`config.mk`:
```
export PLATFORM = sky130hd
export DESIGN_NAME = frog_controller
export DESIGN_NICKNAME = d
export VERILOG_FILES = /design/src/rtl/frog_controller.sv
export SDC_FILE = /design/constraint.sdc
export NUM_CORES = 1
export LEC_CHECK = 0
export CAP_MARGIN = 20
export CORE_MARGIN = 5
export CORE_UTILIZATION = 53
export CTS_CLUSTER_SIZE = 20
export DETAILED_ROUTE_END_ITERATION = 12
export GPL_ROUTABILITY_DRIVEN = 0
export GPL_TIMING_DRIVEN = 0
export PLACE_DENSITY = 0.86
export RECOVER_POWER = 50
export SYNTH_ARGS = -nofsm -noshare
export SYNTH_HDL_FRONTEND = slang
export SYNTH_SLANG_ARGS = --single-unit
```
`constraint.sdc`:
```
create_clock -name clk -period 2.5 [get_ports clk]
set_clock_uncertainty 0.05 [all_clocks]
set_input_delay 0.375 -clock clk [delete_from_list [all_inputs] [get_ports clk]]
set_output_delay 0.375 -clock clk [all_outputs]
set_load 0.03 [all_outputs]
```
`src/rtl/frog_controller.sv`:
```
// Frog movement, lives, level and respawn controller for a 20x15 road-crossing game.
// Buttons are synchronized and edge-detected so each press moves the frog exactly once.
module frog_controller #(
    parameter int START_COL      = 10,
    parameter int START_ROW      = 14,
    parameter int MAX_COL        = 19,
    parameter int MAX_ROW        = 14,
    parameter int START_LIVES    = 3,
    parameter int RESPAWN_FRAMES = 60
) (
    input  logic       clk,
    input  logic       rst,
    input  logic       btn_up,
    input  logic       btn_down,
    input  logic       btn_left,
    input  logic       btn_right,
    input  logic       frame_tick,
    input  logic       hit,
    output logic [4:0] frog_col,
    output logic [3:0] frog_row,
    output logic [1:0] lives,
    output logic [3:0] level,
    output logic       frog_visible,
    output logic       game_over
);

    localparam logic [1:0] S_PLAY = 2'd0;
    localparam logic [1:0] S_DEAD = 2'd1;
    localparam logic [1:0] S_OVER = 2'd2;

    localparam logic [4:0] COL_START = 5'(START_COL);
    localparam logic [3:0] ROW_START = 4'(START_ROW);
    localparam logic [4:0] COL_MAX   = 5'(MAX_COL);
    localparam logic [3:0] ROW_MAX   = 4'(MAX_ROW);
    localparam logic [1:0] LIVES_INI = 2'(START_LIVES);
    localparam logic [7:0] RESP_CNT  = 8'(RESPAWN_FRAMES);

    logic [1:0] state_q, state_d;
    logic [3:0] sync1_q, sync1_d;
    logic [3:0] sync2_q, sync2_d;
    logic [3:0] sync3_q, sync3_d;
    logic [4:0] col_q, col_d;
    logic [3:0] row_q, row_d;
    logic [1:0] lives_q, lives_d;
    logic [3:0] level_q, level_d;
    logic [7:0] cnt_q, cnt_d;
    logic       vis_q, vis_d;
    logic       over_q, over_d;
    logic [3:0] rise;

    // Bit order {up, down, left, right}; bit 3 has the highest priority.
    assign rise = sync2_q & ~sync3_q;

    always_comb begin
        sync1_d  = {btn_up, btn_down, btn_left, btn_right};
        sync2_d  = sync1_q;
        sync3_d  = sync2_q;
        state_d  = state_q;
        col_d    = col_q;
        row_d    = row_q;
        lives_d  = lives_q;
        level_d  = level_q;
        cnt_d    = cnt_q;
        case (state_q)
            S_PLAY: begin
                if (hit) begin
                    if (lives_q <= 2'd1) begin
                        lives_d = 2'd0;
                        state_d = S_OVER;
                    end else begin
                        lives_d = lives_q - 2'd1;
                        state_d = S_DEAD;
                        cnt_d   = 8'd0;
                    end
                end else if (rise[3]) begin
                    if (row_q == 4'd1) begin
                        if (level_q != 4'd15) level_d = level_q + 4'd1;
                        col_d = COL_START;
                        row_d = ROW_START;
                    end else if (row_q != 4'd0) begin
                        row_d = row_q - 4'd1;
                    end
                end else if (rise[2]) begin
                    if (row_q < ROW_MAX) row_d = row_q + 4'd1;
                end else if (rise[1]) begin
                    if (col_q != 5'd0) col_d = col_q - 5'd1;
                end else if (rise[0]) begin
                    if (col_q < COL_MAX) col_d = col_q + 5'd1;
                end
            end
            S_DEAD: begin
                if (frame_tick) begin
                    cnt_d = cnt_q + 8'd1;
                    if (cnt_d == RESP_CNT) begin
                        state_d = S_PLAY;
                        col_d   = COL_START;
                        row_d   = ROW_START;
                        cnt_d   = 8'd0;
                    end
                end
            end
            S_OVER: begin
                if (|rise) begin
                    state_d = S_PLAY;
                    lives_d = LIVES_INI;
                    level_d = 4'd0;
                    col_d   = COL_START;
                    row_d   = ROW_START;
                end
            end
            default: begin
                state_d = S_PLAY;
            end
        endcase
        vis_d  = (state_d == S_PLAY) ||
                 ((state_d == S_DEAD) && !cnt_d[3]);
        over_d = (state_d == S_OVER);
    end

    always_ff @(posedge clk or posedge rst) begin
        if (rst) begin
            state_q <= S_PLAY;
            sync1_q <= 4'd0;
            sync2_q <= 4'd0;
            sync3_q <= 4'd0;
            col_q   <= COL_START;
            row_q   <= ROW_START;
            lives_q <= LIVES_INI;
            level_q <= 4'd0;
            cnt_q   <= 8'd0;
            vis_q   <= 1'b1;
            over_q  <= 1'b0;
        end else begin
            state_q <= state_d;
            sync1_q <= sync1_d;
            sync2_q <= sync2_d;
            sync3_q <= sync3_d;
            col_q   <= col_d;
            row_q   <= row_d;
            lives_q <= lives_d;
            level_q <= level_d;
            cnt_q   <= cnt_d;
            vis_q   <= vis_d;
            over_q  <= over_d;
        end
    end

    assign frog_col     = col_q;
    assign frog_row     = row_q;
    assign lives        = lives_q;
    assign level        = level_q;
    assign frog_visible = vis_q;
    assign game_over    = over_q;

endmodule

```
# Yosys cells after proc, flatten, opt, wreduce, memory -nomap -nowiden
# Cells that the tools add are included.
dict set report totals {
  register_bits 39
  latch_bits 0
  ramBits 0
  mem_bits_ro 0
  elab_cells 107
  n_memories 0
}
dict set report classes {
  n_addsub 7
  n_mul 0
  n_div 0
  n_lt_le_gt_ge 3
  eq_ne 24
  shift 0
  muxes 43
  n_bitwise 2
  n_reduce_logical 16
}
# op count
set ops {}
lappend ops {{2-to-1 mux 4 bit} 14}
lappend ops {{2-to-1 mux 5 bit} 11}
lappend ops {{2-to-1 mux 8 bit} 4}
lappend ops {{!= test 4 bit (second input constant)} 5}
lappend ops {{!= test 2 bit (second input constant)} 9}
lappend ops {{2-to-1 mux 2 bit} 8}
lappend ops {{case mux 8 bit (2 select lines)} 1}
lappend ops {{case mux 5 bit (3 select lines)} 1}
lappend ops {{!= test 3 bit (second input constant)} 4}
lappend ops {{case mux 4 bit (3 select lines)} 1}
lappend ops {{AND reduction 10 bit} 1}
lappend ops {{adder 4 x 1 -> 4 bit (second input constant)} 2}
lappend ops {{adder 8 x 1 -> 8 bit (second input constant)} 1}
lappend ops {{equality test 8 x 6 -> 1 bit (second input constant)} 1}
lappend ops {{case mux 4 bit (2 select lines)} 1}
lappend ops {{AND reduction 8 bit} 1}
lappend ops {{case mux 2 bit (3 select lines)} 1}
lappend ops {{AND reduction 6 bit} 1}
lappend ops {{adder 5 x 1 -> 5 bit (second input constant)} 1}
lappend ops {{less-than comparator 5 bit (second input constant)} 1}
lappend ops {{nonzero test 5 bit} 1}
lappend ops {{subtractor 5 x 1 -> 5 bit (second input constant)} 1}
lappend ops {{AND 4 bit} 1}
lappend ops {{equality test 2 x 1 -> 1 bit (second input constant)} 2}
lappend ops {{18 further kinds} 21}

# Depth between registers and ports, before layout
dict set report logic_depth {
  ltp_word 8
  mapped_depth 9
  mapped_depth_nobuf 9
}

# Worst setup path before layout
# OpenSTA, ideal clock, no wires.
dict set report synth_timing {
  path_kind {register to register}
  start {register row_q[1] (netlist: frog_row[1])}
  end {register row_q[3] (netlist: frog_row[3])}
  setup_ns 0.077
  arrival_time_ns 2.094
  slack_ns 0.279
  path_stages_with_launch 8
  n_path_buf 0
  period_less_slack_ns 2.221
  path_cell_list {dfstp_2 -> inv_1 -> ha_1 -> and4b_1 -> a211oi_2 -> o21bai_4 -> or4_1 -> o21a_1}
}
dict set report synth_between {
  elab_chain_len 6
  word_cells_on_any_way 15
}
# item line_no
set synth_lines {}
lappend synth_lines {{start, declared} 43} ;# logic [3:0] row_q, row_d;
lappend synth_lines {{start signal, assigned} 139} ;# row_q <= row_d;
lappend synth_lines {{adder 4 x 1 -> 4 bit / subtractor 4 x 1 -> 4 bit (equally long branches)} {84, 81}}
lappend synth_lines {{2-to-1 mux 4 bit (on tied branches)} {84, 80}}
lappend synth_lines {{2-to-1 mux 4 bit (on tied branches)} {83, 76}}
lappend synth_lines {{2-to-1 mux 4 bit} 75} ;# end else if (rise[3]) begin
lappend synth_lines {{2-to-1 mux 4 bit} 66} ;# if (hit) begin
lappend synth_lines {{case mux 4 bit (3 select lines)} 64} ;# case (state_q)
# Several ways; a longest one is shown, not always the timed one. The select of a mux whose other input is x is not followed.
# A chain may end at the register's enable or synchronous reset.

# Worst setup path after layout
dict set report layout_timing {
  start {register state_q[0]}
  end {register row_q[3] (netlist: frog_row[3])}
}
dict set report layout_between {
  elab_chain_len 3
  word_cells_on_any_way 13
}
# item line_no
set layout_lines {}
lappend layout_lines {{start, declared} 38} ;# logic [1:0] state_q, state_d;
lappend layout_lines {{start signal, assigned} 134} ;# state_q <= state_d;
lappend layout_lines {{logical NOT 2 bit, or another cell as far along} 64}
lappend layout_lines {{!= test 4 bit (no line), or another cell as far along} --}
lappend layout_lines {{AND reduction 8 bit (no line)} --}
# Several ways; a longest one is shown, not always the timed one.

==> impl_metrics.ini <==
[job]
max_cap_violations = 0

[setup_path]
crit_path_start_kind = flop
crit_arrival_ns = 2.48
crit_path_max_fanout = 10
regToRegEndpoint = frog_row[3]
crit_chain = inv_1 > ha_1 > clkbuf_1 > nand2b_1 > a211oi_2 > o21bai_4 > or4_1 > o21a_1
critPathRequiredTime_ns = 2.69
ff2ff_setup_slack_ns = 0.21
critPathKind = flop to flop
cpMaxStageDelayCell = or4_1
r2r_start = state_q[0]
reg2reg_depth = 8
end_kind = flop
critical_path.max_stage_delay_ns = 0.52

[routing]
drc = 0
dr.pass1.iters = 4
routed_wl_mm = 4.036
num_vias = 1706
dr.first_iter.drc_count = 93
via_per_inst = 5.612
wl_per_cell_microns = 13.28
ant_nets = 0

[sta]
worst_pin_slew_ns = 1.377
rsz0062_at_grt = false
setup-tns-final_ns = 0
fmaxAchievable_ghz = 0.4368
setup_viol = 0
min_period_over_period = 0.9157
hold_ws_ns = 0.3010
fin_crit_ns = 2.289
slew_violations = 0
slew_headroom = 0.08095
hold_viol = 0

[power_and_ir_drop]
p_seq_frac = 0.317
power_frac_comb = 0.479
power.leakage_nw = 1.136
pwr_density_cell_nw_per_um2 = 1183
power_mw = 3.070
peakVddDrop_v = 0.0005564
p_sw_mw = 1.230
clock_power_share = 0.204
internal_power_mw = 1.840
swShare = 0.4005

[floorplanning]
die_y_microns = 73.93
io_pins = 25
core_area_sq_um = 3971
die_area_sq_um = 5465
initial_core_util = 0.5454
rows = 23
die_width_microns = 73.93

[synthesis]
syn-cell-area_sq_um = 2166
ys_ff_latch = 39
synth_nets = 245
synth-simple-area-share = 0.1774
synth_fa_ha_area_frac = 0.08434
ys_types = 49
muxShareOfSynthArea = 0.03408
synth_top_area_share = 0.3582
synth_area_per_cell_sq_um = 9.712
yosysWarningCount = 0
synth_ff_type = dfrtp_1
synth_top_family_by_area = compound AO/OA/AOI/OAI gates
async_flop_share = 1.000
yosys.area.top_type = dfrtp_1
synth-compound-area-share = 0.1797
ys_seq_area_frac = 0.4552
synth-edff-count = 0
synth-xor-area-share = 0.02426
synth_top_cells_by_area = dfrtp_1 36%, dfstp_2 9.7%, ha_1 7.5%, nor2_1 3.8%, o21ai_0 3.2%
synth_cells = 223

[global_routing]
grt_overflow_total = 0
grt_max_degree = 40
antenna_found_initial = 0
grt_first_pass_wirelength_mm = 7.224
first_global_vias = 1613
track_usage = 0.1713

[clock_tree]
clock-sinks = 39
clock-root-buffer = clkbuf_8
htree_levels = 2
cts-resized-gates = 0
cts_buffers = 5
clock_path_buffers = 2
post-cts-setup-buffers = 0
clk_latency_ns = 0.30
tritoncts = built
postCtsHoldBufs = 0
clk_pin_slew_ns = 0.08

[min_path]
whs_endpoint = sync2_q[3]
holdPathStages = 0
hp-class = flop to flop
holdCritStartpoint = sync1_q[3]

[finish]
n_antenna_cell = 0
fillerInstances = 322
area_delta_synth_final_pct = 19.82
layout_commonest_cell = dfrtp_1
stdcell_area_sq_um = 2595
drive_gt1_frac = 0.1181
nets = 275
final_cell_mix = 31 x dfrtp_1, 22 x nor2_1, 18 x inv_1, 18 x clkdlybuf4s50_1, 14 x o21ai_0
instances_no_fill = 304

[place]
port_buffers = 23
placed_area_sq_um = 2459
dp_cells = 296
dp_hpwl_mm = 2.872

[status]
outcome = completed
## cells in the mapped netlist, drive strengths merged, types with 3 or more instances
| cell | number |
|---|---|
| nand3 | 8 |
| xnor2 | 4 |
| nor2b | 5 |
| nor3 | 6 |
| nand2 | 13 |
| inv | 18 |
| dfstp | 8 |
| o22ai | 3 |
| and3 | 5 |
| dfrtp | 31 |
| mux2 | 3 |
| a21oi | 10 |
| nor2 | 22 |
| nand2b | 8 |
| ha | 13 |
| a211oi | 4 |
| clkbuf | 5 |
| mux2i | 4 |
| a31o | 3 |
| o21ai | 16 |
## power by group through the flow
stage,registers (mW),clock network (mW),logic (mW)
detailed placement,0.982,0,1.47
floorplan,1.17,0,0.850
finish,0.972,0.627,1.47
CTS,0.973,0.637,1.48
global placement,0.979,0,1.43
global route,1.00,0.667,1.64
## registers in the layout, indices dropped and copies added (netlist names)
name and flops:
cnt_q 8, frog_col 5, frog_row 4, frog_visible 1, game_over 1, level 4, lives 2, state_q 2
sync1_q 4, sync2_q 4, sync3_q 4
## worst max-delay path, delay by kind of cell (launching register included)
kind                       cells  cell delay [ns]
AOI/OAI and AO/OA              3             0.49
adders and majority gates      1             0.16
buffers and inverters          2             0.44
DFF                            1             0.42
and+or+nand+nor                2             0.66
## metrics by stage
step,utilization,worst slack (ns)
after CTS,0.6534,0.2380
final,0.6534,0.2108
after detailed placement,0.6191,0.2016
after floorplan,-,0.2791
after global placement,0.6191,0.2073
after global routing,0.6534,0.04930
## how the worst max path moves through the flow
| stage | depth (start not counted) | slack [ns] | from | end |
|---|---|---|---|---|
| after floorplan | 7 | 0.28 | frog_row[1] | frog_row[3] |
| after global placement | 6 | 0.21 | frame_tick | frog_row[3] |
| after detailed placement | 6 | 0.20 | frame_tick | frog_row[3] |
| after CTS | 8 | 0.24 | state_q[0] | frog_row[3] |
| after global routing | 7 | 0.05 | state_q[0] | cnt_q[2] |
| final | 8 | 0.21 | state_q[0] | frog_row[3] |
## area by class of cell
class,count,area (sq um),area share
Buffer,7,30.03,0.01157
Clock buffer,5,68.82,0.02652
Clock inverter,3,67.56,0.02604
Inverter,18,67.56,0.02604
Multi-Input combinational cell,159,1082,0.4171
Sequential cell,39,985.9,0.3799
Tap cell,50,62.56,0.02411
Timing Repair Buffer,23,230.2,0.08872
## kinds of logic (layout without fill, tap and decap cells)
group	Yosys count	count (layout)
simple gates	76	76
flops	39	39
fa+ha+maj	14	14
mux	7	7
xor+xnor	6	6
buf+inv	25	56
compound gates	56	56
## metal layers
layer  vias up  global-route usage  part of all wire
li1        854                   -                 -
met1       814              0.2334              0.48
met2        30              0.2598              0.45
met3         8             0.04514             0.045
met4         0             0.07042             0.019
met5         -                   0                 0
Note: power is estimated with default switching activity, not from simulation.
